File: src/rtl/cpu_sequencer_if.sv
// cpu_sequencer_if: control/status bundle between the sequencer and the datapath/memory side.
interface cpu_sequencer_if #(parameter int INSTR_W = 8);
    logic               run;
    logic [INSTR_W-1:0] instruction;
    logic               acc_zero;
    logic               mem_ready;
    logic               instr_en;
    logic               pc_inc;
    logic               pc_load;
    logic               acc_en;
    logic               mem_rd;
    logic               mem_wr;
    logic [3:0]         alu_op;
    logic               halt;
    logic               fault;
    logic [2:0]         state;
    modport master (
        input  run, instruction, acc_zero, mem_ready,
        output instr_en, pc_inc, pc_load, acc_en, mem_rd, mem_wr, alu_op, halt, fault, state
    );
    modport slave (
        output run, instruction, acc_zero, mem_ready,
        input  instr_en, pc_inc, pc_load, acc_en, mem_rd, mem_wr, alu_op, halt, fault, state
    );
endinterface

File: src/rtl/cpu_sequencer.sv
// cpu_sequencer: multi-cycle fetch/decode/execute/memory sequencer for the 8-bit accumulator CPU.
// Outputs decode from the registered state and latched opcode; only LOAD's acc_en follows mem_ready.
module cpu_sequencer #(
    parameter int INSTR_W  = 8,
    parameter int OPC_W    = 4,
    parameter int WAIT_MAX = 15
) (
    input logic             clk,
    input logic             reset,
    cpu_sequencer_if.master bus
);
    typedef enum logic [2:0] {IDLE, FETCH, LOADIR, DECODE, EXEC, MEMACC, HALTED, FAULT} state_t;
    localparam int CW = $clog2(WAIT_MAX + 1);
    localparam logic [CW-1:0]    W_LAST   = CW'(WAIT_MAX - 1);
    localparam logic [OPC_W-1:0] OP_NOP   = OPC_W'(4'h0);
    localparam logic [OPC_W-1:0] OP_ADD   = OPC_W'(4'h1);
    localparam logic [OPC_W-1:0] OP_SUB   = OPC_W'(4'h2);
    localparam logic [OPC_W-1:0] OP_LOAD  = OPC_W'(4'h3);
    localparam logic [OPC_W-1:0] OP_STORE = OPC_W'(4'h4);
    localparam logic [OPC_W-1:0] OP_AND   = OPC_W'(4'h5);
    localparam logic [OPC_W-1:0] OP_XOR   = OPC_W'(4'h6);
    localparam logic [OPC_W-1:0] OP_SKZ   = OPC_W'(4'h7);
    localparam logic [OPC_W-1:0] OP_JMP   = OPC_W'(4'h8);
    localparam logic [OPC_W-1:0] OP_HALT  = OPC_W'(4'hF);

    state_t           r_state;
    logic [OPC_W-1:0] r_opc;
    logic             r_zero;
    logic [CW-1:0]    r_cnt;
    logic [OPC_W-1:0] w_opc;
    state_t           w_dec;
    logic             w_alu;
    logic             w_unused;

    assign w_opc    = bus.instruction[INSTR_W-1 -: OPC_W];
    assign w_unused = ^bus.instruction;
    assign w_alu    = r_opc == OP_ADD || r_opc == OP_SUB || r_opc == OP_AND || r_opc == OP_XOR;

    always_comb
        w_dec = w_opc == OP_NOP ? FETCH :
                (w_opc == OP_ADD || w_opc == OP_SUB || w_opc == OP_AND || w_opc == OP_XOR ||
                 w_opc == OP_SKZ || w_opc == OP_JMP) ? EXEC :
                (w_opc == OP_LOAD || w_opc == OP_STORE) ? MEMACC :
                w_opc == OP_HALT ? HALTED : FAULT;

    // The wait counter is cleared by default, so it only survives while a bus wait continues.
    always_ff @(posedge clk or posedge reset)
        if (reset) begin
            r_state <= IDLE;
            r_opc   <= '0;
            r_zero  <= 1'b0;
            r_cnt   <= '0;
        end else begin
            r_cnt <= '0;
            case (r_state)
                IDLE:          if (bus.run) r_state <= FETCH;
                FETCH, MEMACC: if (bus.mem_ready) r_state <= (r_state == FETCH) ? LOADIR : FETCH;
                               else if (r_cnt == W_LAST) r_state <= FAULT;
                               else r_cnt <= r_cnt + 1'b1;
                LOADIR:        r_state <= DECODE;
                DECODE: begin
                    r_opc   <= w_opc;
                    r_zero  <= bus.acc_zero;
                    r_state <= w_dec;
                end
                EXEC:          r_state <= FETCH;
                HALTED:        if (bus.run) r_state <= FETCH;
                default:       ;
            endcase
        end

    assign bus.state    = r_state;
    assign bus.instr_en = r_state == LOADIR;
    assign bus.pc_inc   = r_state == LOADIR || (r_state == EXEC && r_opc == OP_SKZ && r_zero);
    assign bus.pc_load  = r_state == EXEC && r_opc == OP_JMP;
    assign bus.acc_en   = (r_state == EXEC && w_alu) ||
                          (r_state == MEMACC && r_opc == OP_LOAD && bus.mem_ready);
    assign bus.mem_rd   = r_state == FETCH || (r_state == MEMACC && r_opc == OP_LOAD);
    assign bus.mem_wr   = r_state == MEMACC && r_opc == OP_STORE;
    assign bus.alu_op   = (r_state == EXEC && w_alu) ? r_opc[3:0] :
                          (r_state == MEMACC && r_opc == OP_LOAD) ? 4'b0011 : 4'b0000;
    assign bus.halt     = r_state == HALTED;
    assign bus.fault    = r_state == FAULT;
endmodule

File: src/flat_wrapper.sv
// flat-port wrapper written by rule: the top's interface ports become plain ports
module cpu_sequencer_flat 
#(
    parameter int INSTR_W  = 8,
    parameter int OPC_W    = 4,
    parameter int WAIT_MAX = 15
)
  (clk, reset, bus_run, bus_instruction, bus_acc_zero, bus_mem_ready, bus_instr_en, bus_pc_inc, bus_pc_load, bus_acc_en, bus_mem_rd, bus_mem_wr, bus_alu_op, bus_halt, bus_fault, bus_state);
  cpu_sequencer_if #(.INSTR_W(INSTR_W)) bus_i ();
  input logic clk;
  input logic reset;
  input wire logic [$bits(bus_i.run)-1:0] bus_run;
  input wire logic [$bits(bus_i.instruction)-1:0] bus_instruction;
  input wire logic [$bits(bus_i.acc_zero)-1:0] bus_acc_zero;
  input wire logic [$bits(bus_i.mem_ready)-1:0] bus_mem_ready;
  output wire logic [$bits(bus_i.instr_en)-1:0] bus_instr_en;
  output wire logic [$bits(bus_i.pc_inc)-1:0] bus_pc_inc;
  output wire logic [$bits(bus_i.pc_load)-1:0] bus_pc_load;
  output wire logic [$bits(bus_i.acc_en)-1:0] bus_acc_en;
  output wire logic [$bits(bus_i.mem_rd)-1:0] bus_mem_rd;
  output wire logic [$bits(bus_i.mem_wr)-1:0] bus_mem_wr;
  output wire logic [$bits(bus_i.alu_op)-1:0] bus_alu_op;
  output wire logic [$bits(bus_i.halt)-1:0] bus_halt;
  output wire logic [$bits(bus_i.fault)-1:0] bus_fault;
  output wire logic [$bits(bus_i.state)-1:0] bus_state;
  assign bus_i.run = bus_run;
  assign bus_i.instruction = bus_instruction;
  assign bus_i.acc_zero = bus_acc_zero;
  assign bus_i.mem_ready = bus_mem_ready;
  assign bus_instr_en = bus_i.instr_en;
  assign bus_pc_inc = bus_i.pc_inc;
  assign bus_pc_load = bus_i.pc_load;
  assign bus_acc_en = bus_i.acc_en;
  assign bus_mem_rd = bus_i.mem_rd;
  assign bus_mem_wr = bus_i.mem_wr;
  assign bus_alu_op = bus_i.alu_op;
  assign bus_halt = bus_i.halt;
  assign bus_fault = bus_i.fault;
  assign bus_state = bus_i.state;
  cpu_sequencer #(.INSTR_W(INSTR_W), .OPC_W(OPC_W), .WAIT_MAX(WAIT_MAX)) u_core (.clk(clk), .reset(reset), .bus(bus_i));
endmodule
File: config.mk
export PLATFORM = sky130hd
export DESIGN_NAME = cpu_sequencer_flat
export DESIGN_NICKNAME = d
export VERILOG_FILES = /design/src/rtl/cpu_sequencer_if.sv /design/src/rtl/cpu_sequencer.sv /design/src/flat_wrapper.sv
export SDC_FILE = /design/constraint.sdc
export NUM_CORES = 1
export LEC_CHECK = 0
export ABC_AREA = 1
export CORE_MARGIN = 2
export CORE_UTILIZATION = 44
export CTS_CLUSTER_SIZE = 30
export DETAILED_ROUTE_END_ITERATION = 10
export MAX_ROUTING_LAYER = met4
export PLACE_DENSITY = 0.77
export SLEW_MARGIN = 20
export SYNTH_ARGS = -nofsm -noshare
export SYNTH_HDL_FRONTEND = slang
export SYNTH_SLANG_ARGS = --single-unit
File: constraint.sdc
create_clock -name clk -period 1.5 [get_ports clk]
set_clock_uncertainty 0.15 [all_clocks]
set_input_delay 0.225 -clock clk [delete_from_list [all_inputs] [get_ports clk]]
set_output_delay 0.225 -clock clk [all_outputs]
set_load 0.03 [all_outputs]
## After elaboration in Yosys (flattened, before gate mapping)

Cells that the tools add are included.

- Add/subtract/negate cells: 1
- Eq/ne operators: 27
- Mux-type cells: 14
- Reductions and logical operators: 25

Operators by type and width:

| operator | number |
|---|---|
| $eq 4x3->1 const B | 8 |
| $mux 3 | 6 |
| $eq 4x2->1 const B | 4 |
| $eq 4x4->1 const B | 4 |
| $mux 4 | 4 |
| $pmux 3 s5 | 1 |
| $eq 3x3->1 const B | 4 |
| $logic_or 1x1->1 | 12 |
| $eq 4x1->1 const B | 2 |
| $logic_and 1x1->1 | 7 |
| $eq 3x2->1 const B | 2 |
| $reduce_bool 5->1 | 1 |
| $add 4x1->4 const B | 1 |
| $logic_not 4->1 | 1 |
| $mux 2 | 2 |
| $reduce_or 2->1 | 2 |
| $eq 3x1->1 const B | 1 |
| $logic_not 3->1 | 1 |
| $ne 3x2->1 const B | 1 |
| $reduce_and 3->1 | 1 |
| $ne 2x1->1 const B | 1 |
| $mux 1 | 1 |

- Bits in registers: 12
- Output and inout bits: 15

## Logic depth before layout (Yosys ltp)

Gate-level depths: netlist of run 1.

- Depth in word-level cells: 9
- Depth in mapped cells: 8
- Mapped depth without buffers: 8

## Worst setup path after synthesis of run 1

OpenSTA, ideal clock, no wires.

- Path type: register to output
- From: register u_core.r_state[1] (netlist: u_core.bus.state[1])
- To: output port bus_pc_load
- Data arrival time: 1.790 ns
- Data required time: 1.125 ns
- Slack: -0.665 ns
- Stages on the path, launching flop included: 5
- Path buffers: 1
- Path through: dfrtp_1 buf_6 nor2_1 nand2_1 nor4_1

- Longest elaborated chain between the ends: 2

RTL lines:

| element | line | source |
|---|---|---|
| from (decl) | cpu_sequencer.sv:26 | `state_t r_state;` |
| from (signal assigned) | cpu_sequencer.sv:57 | `FETCH, MEMACC: if (bus.mem_ready) r_state <= (r_state == FETCH) ? LOADIR : FETCH;` |
| from (signal assigned) | cpu_sequencer.sv:64 | `r_state <= w_dec;` |
| $eq 3x3->1 | cpu_sequencer.sv:75 | `assign bus.pc_load = r_state == EXEC && r_opc == OP_JMP;` |
| $logic_and 1x1->1 | cpu_sequencer.sv:75 |  |
| to (decl) | flat_wrapper.sv:18 | `output wire logic [$bits(bus_i.pc_load)-1:0] bus_pc_load;` |

No other way between the ends.

## Final worst setup path of run 1

- From: register u_core.r_state[0] (netlist: u_core.bus.state[0])
- To: output port bus_mem_wr

- Longest elaborated chain between the ends: 2

RTL lines:

| element | line | source |
|---|---|---|
| $eq 3x3->1 | cpu_sequencer.sv:79 | `assign bus.mem_wr = r_state == MEMACC && r_opc == OP_STORE;` |
| $logic_and 1x1->1 | cpu_sequencer.sv:79 |  |
| to (decl) | flat_wrapper.sv:21 | `output wire logic [$bits(bus_i.mem_wr)-1:0] bus_mem_wr;` |

No other way between the ends.

==> results of run 1 <==
## metal layers
layer,GRT usage (%),wire length (um)
met5,-,0
met2,40.80,1499
met4,8.108,51
met1,26.61,1156
met3,4.528,86
## report_power, final
part           switching (mW)  internal (mW)
Sequential              0.168          0.455
Clock                   0.123          0.104
Combinational            1.16          0.908
Total                    1.45           1.47
## state kept, by name, summed over array words and instances (netlist names)
register / flops
u_core.bus.state: 3
u_core.r_cnt: 4
u_core.r_opc: 4
u_core.r_zero: 1
## kinds of logic after synthesis
family                   Yosys count
other                              1
AND/OR/NAND/NOR                   62
buffers and inverters             26
AO/OA/AOI/OAI                     15
flip-flops                        12
multiplexers                       1
adder cells (fa/ha/maj)            2
XOR/XNOR                           1
## cell usage after synthesis
library cell | n | share of area [%]
nand3_2 | 1 | 1.2
nand3_1 | 10 | 5.9
buf_4 | 2 | 1.8
conb_1 | 1 | 0.44
o211ai_1 | 1 | 0.89
nor2_2 | 1 | 0.74
nor2_4 | 1 | 1.3
inv_1 | 21 | 9.3
o21ai_0 | 10 | 5.9
buf_6 | 2 | 2.7
nand4_1 | 2 | 1.5
xnor2_1 | 1 | 1.0
o21a_1 | 1 | 0.89
nor3_1 | 1 | 0.59
ha_1 | 2 | 3.0
nor2_1 | 10 | 4.4
mux2_2 | 1 | 1.3
inv_2 | 1 | 0.44
nand2_2 | 2 | 1.5
dfrtp_1 | 12 | 36
nor4_1 | 2 | 1.5
nand2_1 | 31 | 14
nand3_4 | 1 | 2.1
a21oi_1 | 2 | 1.2
a21oi_2 | 1 | 1.0
## cell type report
class | count | area (um^2)
Multi-Input combinational cell | 82 | 585.6
Fill cell | 117 | 307.8
Tap cell | 25 | 31.28
Clock buffer | 4 | 26.28
Inverter | 22 | 87.58
Timing Repair Buffer | 44 | 421.7
Sequential cell | 12 | 304.0
## through the flow
stage	hold WS, ns	power (mW)
after CTS	0.1194	2.460
after floorplan	-0.06050	1.580
after detailed placement	0.3393	2.090
after global placement	0.3256	2.050
after global routing	0.1501	3.084
final	0.1126	2.918
## worst max path at each step
stage	start	to	cells after the start
3_5_place_dp	u_core.r_opc[3]	bus_acc_en	4
2_1_floorplan	u_core.bus.state[1]	bus_alu_op[1]	4
3_3_place_gp	u_core.bus.state[0]	bus_acc_en	5
5_1_grt	u_core.r_opc[1]	bus_alu_op[1]	6
6_report	u_core.bus.state[0]	bus_mem_wr	5
4_1_cts	u_core.r_opc[0]	bus_alu_op[1]	7
## timing repair
item	in CTS	in global routing
pin swaps	4	9
resized for setup	19	31
setup endpoints to repair	11	14
hold endpoints to repair	0	0
buffers inserted	1	7
==> key figures, run 1 <==
Placed design
  • Post-place instance area: 0.001212 mm^2
  • PortBufs: 22
  • Estimated wirelength of the detail-placed design: 1617 um
  • GP Congestion: 0.8153
  • Place WS: -0.04940 ns
  • Total placed cells including tap cells: 177

Route
  • Routed WL: 2793 um
  • ANT nets after route: 0
  • Via density: 5.206
  • Drc violations: 0
  • 1st-pass router iterations: 6
  • Iter 0 DRT Violations: 26
  • Total vias in the final route: 984
  • Routed length per instance: 14.78 um

Yosys
  • Combinational family with the most area after synthesis: simple AND/OR/NAND/NOR gates
  • Yosys cell types: 25
  • XOR/XNOR share of the synthesized area: 1.037%
  • Synth warn: 0
  • Simple-Gate Fraction of Synth Area: 34.52%
  • Post-synthesis compound-gate area fraction: 9.926%
  • Seq/Total Area, Yosys: 35.56%
  • Syn_nets: 135
  • Adder-cell share of the synthesized area: 2.963%
  • Syn_area_per_cell: 7.038 um^2
  • Mux contribution to synthesized area: 1.333%
  • Synthesized cell area: 844.6 um^2
  • Synthesized flop and latch total: 12
  • Gate Count Post-Synth: 120

Job
  • Max-cap violation count: 0

Floorplan
  • Die Height: 47.81 um
  • Die W: 47.81 um
  • Die ar.: 0.002286 mm^2
  • Core area: 0.001764 mm^2
  • Row Count: 15
  • Ports: 28
  • Starting density of the core: 47.87%

STA
  • Relative slew slack: 66.72%
  • Max-slew violations: 0
  • PnR worst setup slack: -0.3667 ns
  • Setup_tns: -3.164 ns
  • Peak Freq: 535.7 MHz
  • Min Clock Period, post-route: 1.867 ns
  • Setup violations, final: 13
  • Fin. Hold Viols: 0
  • Unrepaired setup endpoints after global routing: yes
  • Worst Max-Slew Pin Slew: 0.4986 ns
  • Final period util: 124.4%

Cells and area
  • Most frequent cells in the layout: nand2_1 (22), buf_6 (19), buf_4 (17), inv_1 (16), nand2_2 (11)
  • Fin nets: 180
  • Util after Layout: 82.55%
  • Commonest non-fill, non-tap cell in the layout: nand2_1
  • Design area: 0.001456 mm^2
  • Final non-filler cell total: 189
  • Layout cells sized above 1: 50.00%
  • Synthesis-to-finish area growth: 72.44%
  • Diodes inserted: 0

Critical path
  • Crit path DAT: 1.49 ns
  • Critical path cell sequence: inv_2 > nor2_4 > nand2_2 > nor4_4 > buf_4
  • Crit-path slowest cell: dfrtp_2
  • Crit path kind: register to output port
  • CP Max Fanout: 3
  • Flop-to-flop setup slack: -0.04 ns
  • Crit path buf inv count: 2
  • Critical path startpoint category: register
  • Max stage delay on crit path: 0.44 ns
  • Critical path's top delay family: simple AND/OR/NAND/NOR gates
  • RR Endpoint: u_core.bus.state[1]
  • Worst reg-to-reg path cell count: 8
  • Endpoint type of the worst setup path: output port
  • Critical Path RT: 1.12 ns
  • Reg-to-reg critical path startpoint: u_core.bus.state[2]

Min path
  • HP Class: primary input to asynchronous set/reset pin

Global routing
  • Initial antenna violation count: 0
  • First-pass GRT wire length: 3560 um
  • Total gr overflow: 0
  • Vias in the first global route: 818
  • Tot GR Track Use: 23.47%
  • Pin count of the biggest net entering global routing: 13

Power and ir drop
  • P_leak: 0.7059 nW
  • Pwr Density: 2003 mW/mm^2
  • Worst vdd ir: 0.001159 V

Clocking
  • Clk sink count: 12
  • Max clock buf depth: 2
  • CTS root buf: clkbuf_4
  • Clock buffer count from CTS: 3
  • H-tree depth: 1
  • Worst-path clk slew: 0.09 ns
  • Clock insertion delay at the later pin of the skew report: 0.29 ns
  • Post-CTS Hold Buffers: 0
  • TritonCTS clock tree: yes

Outcome
  • Outcome: complete, but fails checks
  • Failing checks: setup timing
Power figures use the tool's default switching activity.
==> run 2, diff against run 1 <==
--- a/config.mk
+++ b/config.mk
@@ -10,8 +10,10 @@
 export CORE_UTILIZATION = 44
 export CTS_CLUSTER_SIZE = 30
 export DETAILED_ROUTE_END_ITERATION = 10
+export GPL_TIMING_DRIVEN = 1
 export MAX_ROUTING_LAYER = met4
 export PLACE_DENSITY = 0.77
+export SKIP_LAST_GASP = 1
 export SLEW_MARGIN = 20
 export SYNTH_ARGS = -nofsm -noshare
 export SYNTH_HDL_FRONTEND = slang
==> key figures, run 2 (synthesized netlist as in run 1, its figures left out) <==
Floorplan
  • Starting density of the core: 47.87% (unchanged)
  • Die W: 47.81 um (unchanged)
  • Row Count: 15 (unchanged)
  • Die Height: 47.81 um (unchanged)
  • Die ar.: 0.002286 mm^2 (unchanged)
  • Core area: 0.001764 mm^2 (unchanged)
  • Ports: 28 (unchanged)

STA
  • Final period util: 128.6% (+4.2 points)
  • Peak Freq: 518.3 MHz (-3.2%)
  • PnR worst setup slack: -0.4293 ns (-0.06266 ns)
  • Setup violations, final: 14 (+1)
  • Worst Max-Slew Pin Slew: 0.5023 ns (+0.003670 ns)
  • Fin. Hold Viols: 0 (unchanged)
  • Min Clock Period, post-route: 1.929 ns (+0.06266 ns)
  • Unrepaired setup endpoints after global routing: yes
  • Max-slew violations: 0 (unchanged)
  • Relative slew slack: 66.48% (-0.24 points)

Route
  • Drc violations: 0 (unchanged)
  • Iter 0 DRT Violations: 47 (+81%)
  • Routed WL: 2854 um (+2.2%)
  • Routed length per instance: 14.94 um (+1.1%)
  • 1st-pass router iterations: 4 (-2)
  • Total vias in the final route: 1002 (+1.8%)
  • Via density: 5.246 (+0.76%)
  • ANT nets after route: 0 (unchanged)

Cells and area
  • Commonest non-fill, non-tap cell in the layout: nand2_1
  • Most frequent cells in the layout: nand2_1 (24), buf_6 (19), buf_4 (18), inv_1 (17), dfrtp_1 (9)
  • Synthesis-to-finish area growth: 75.41%
  • Layout cells sized above 1: 48.80% (-1.2 points)
  • Fill count: 113 (-3.4%)
  • Area of the multi-input gates: 598.1 um^2 (+2.1%)
  • Fin nets: 182 (+1.1%)
  • Final non-filler cell total: 191 (+1.1%)
  • Diodes inserted: 0 (unchanged)
  • Reg area: 304.0 um^2 (unchanged)
  • Design area: 0.001481 mm^2 (+1.7%)

Power and ir drop
  • P_leak: 0.7203 nW (+2.0%)
  • Worst vdd ir: 0.001381 V (+19%)
  • Pwr Total: 2.974 mW (+1.9%)
  • Pwr Density: 2008 mW/mm^2 (+0.22%)

Critical path
  • CP most frequent cell: buf_6
  • Endpoint type of the worst setup path: output port
  • Max stage delay on crit path: 0.48 ns (+0.04 ns)
  • Critical path startpoint category: register
  • Critical path cell sequence: nor2_4 > nand4_1 > buf_6 > o21ai_4 > buf_6
  • Crit-path slowest cell: dfrtp_2
  • Critical path's top delay family: flip-flops
  • Crit path DAT: 1.55 ns (+0.06 ns)
  • Critical Path RT: 1.12 ns (about the same)
  • Crit path kind: register to output port
  • CP Max Fanout: 4 (+1)
  • Crit path buf inv count: 2 (unchanged)

Global routing
  • Vias in the first global route: 807 (-1.3%)
  • First-pass GRT wire length: 3491 um (-1.9%)
  • Pin count of the biggest net entering global routing: 13 (unchanged)
  • Initial antenna violation count: 0 (unchanged)
  • Tot GR Track Use: 22.84% (-0.63 points)
  • Total gr overflow: 0 (unchanged)

Clocking
  • Clock insertion delay at the later pin of the skew report: 0.30 ns (about the same)
  • H-tree depth: 1 (unchanged)
  • Clk sink count: 12 (unchanged)
  • CTS root buf: clkbuf_4
  • TritonCTS clock tree: yes
  • Max clock buf depth: 2 (unchanged)
  • Worst-path clk slew: 0.10 ns (about the same)
  • Clock buffer count from CTS: 3 (unchanged)

Job
  • Max-cap violation count: 0 (unchanged)

Min path
  • HP Class: primary input to asynchronous set/reset pin

Placed design
  • PortBufs: 22 (unchanged)
  • Place WS: -0.04940 ns (unchanged)
  • Estimated wirelength of the detail-placed design: 1617 um (unchanged)
  • GP Congestion: 0.8153 (unchanged)
  • Post-place instance area: 0.001212 mm^2 (unchanged)
  • Total placed cells including tap cells: 177 (unchanged)

Outcome
  • Outcome: complete, but fails checks
  • Failing checks: setup timing
## run 2: cell count changes in the layout (fill, tap and decap cells not counted), moves of 2 or more
cell / delta
nand2_2: -3
o21ai_1: -3
nand2_1: +2
o21ai_0: +2
## run 2: area by class of cell
type / instances / area share [%]
multi-input combinational: 82 / 40.37
timing repair buffer: 46 / 29.31
sequential: 12 / 20.52
inverter: 22 / 5.912
tap: 25 / 2.111
clock buffer: 4 / 1.774
## run 2: report_power, final
group | switching [mW] | internal [mW]
clock network | 0.129 | 0.103
logic | 1.19 | 0.933
registers | 0.169 | 0.455
total | 1.48 | 1.49
## run 2: per-stage QoR
stage,hold WS [ns],utilization [%],TNS (ns)
after detailed placement,0.3393,68.72,-0.1559
after global routing,0.1556,83.97,-4.302
after global placement,0.3256,68.72,-0.02309
after CTS,0.1194,72.91,-2.869
final,0.1113,83.97,-3.532
after floorplan,-0.06050,-,-1.227
## run 2: worst reg2reg max path, stage by stage (launching register included)
cell	delay, ns
dfrtp_2	0.48
buf_4	0.16
buf_6	0.13
nand2_2	0.08
nor2_4	0.05
buf_6	0.12
nand3_2	0.07
nand3_1	0.10
nand2_1	0.09
nand2_1	0.04
## run 2: layer usage
| layer | routed length (um) | track usage, % | vias to the layer above |
|---|---|---|---|
| li1 | - | - | 469 |
| met1 | 1138 | 25.69 | 484 |
| met2 | 1507 | 39.73 | 39 |
| met3 | 140 | 4.528 | 10 |
| met4 | 67 | 8.108 | 0 |
| met5 | 0 | - | - |
## run 2: timing repair
| action | in CTS | in global routing |
|---|---|---|
| resized for setup | 12 | 36 |
| cloned | 0 | 1 |
| setup buffers | 1 | 8 |
| setup endpoints to repair | 11 | 14 |
| hold buffers | 0 | 0 |
| pin swaps | 4 | 9 |
## run 2: path summary, 6_finish.rpt
check                                    start             endpoint  slack [ns]  cells past startpoint
max in group asynchronous                reset      u_core.r_opc[3]        0.72                      2
min                                      reset      u_core.r_cnt[1]        0.11                      2
max reg2reg                u_core.bus.state[1]  u_core.bus.state[1]       -0.07                      9
min in group clk               u_core.r_cnt[0]      u_core.r_cnt[0]        0.35                      1
min reg2reg                    u_core.r_cnt[0]      u_core.r_cnt[0]        0.35                      1
max                        u_core.bus.state[1]        bus_alu_op[0]       -0.43                      5
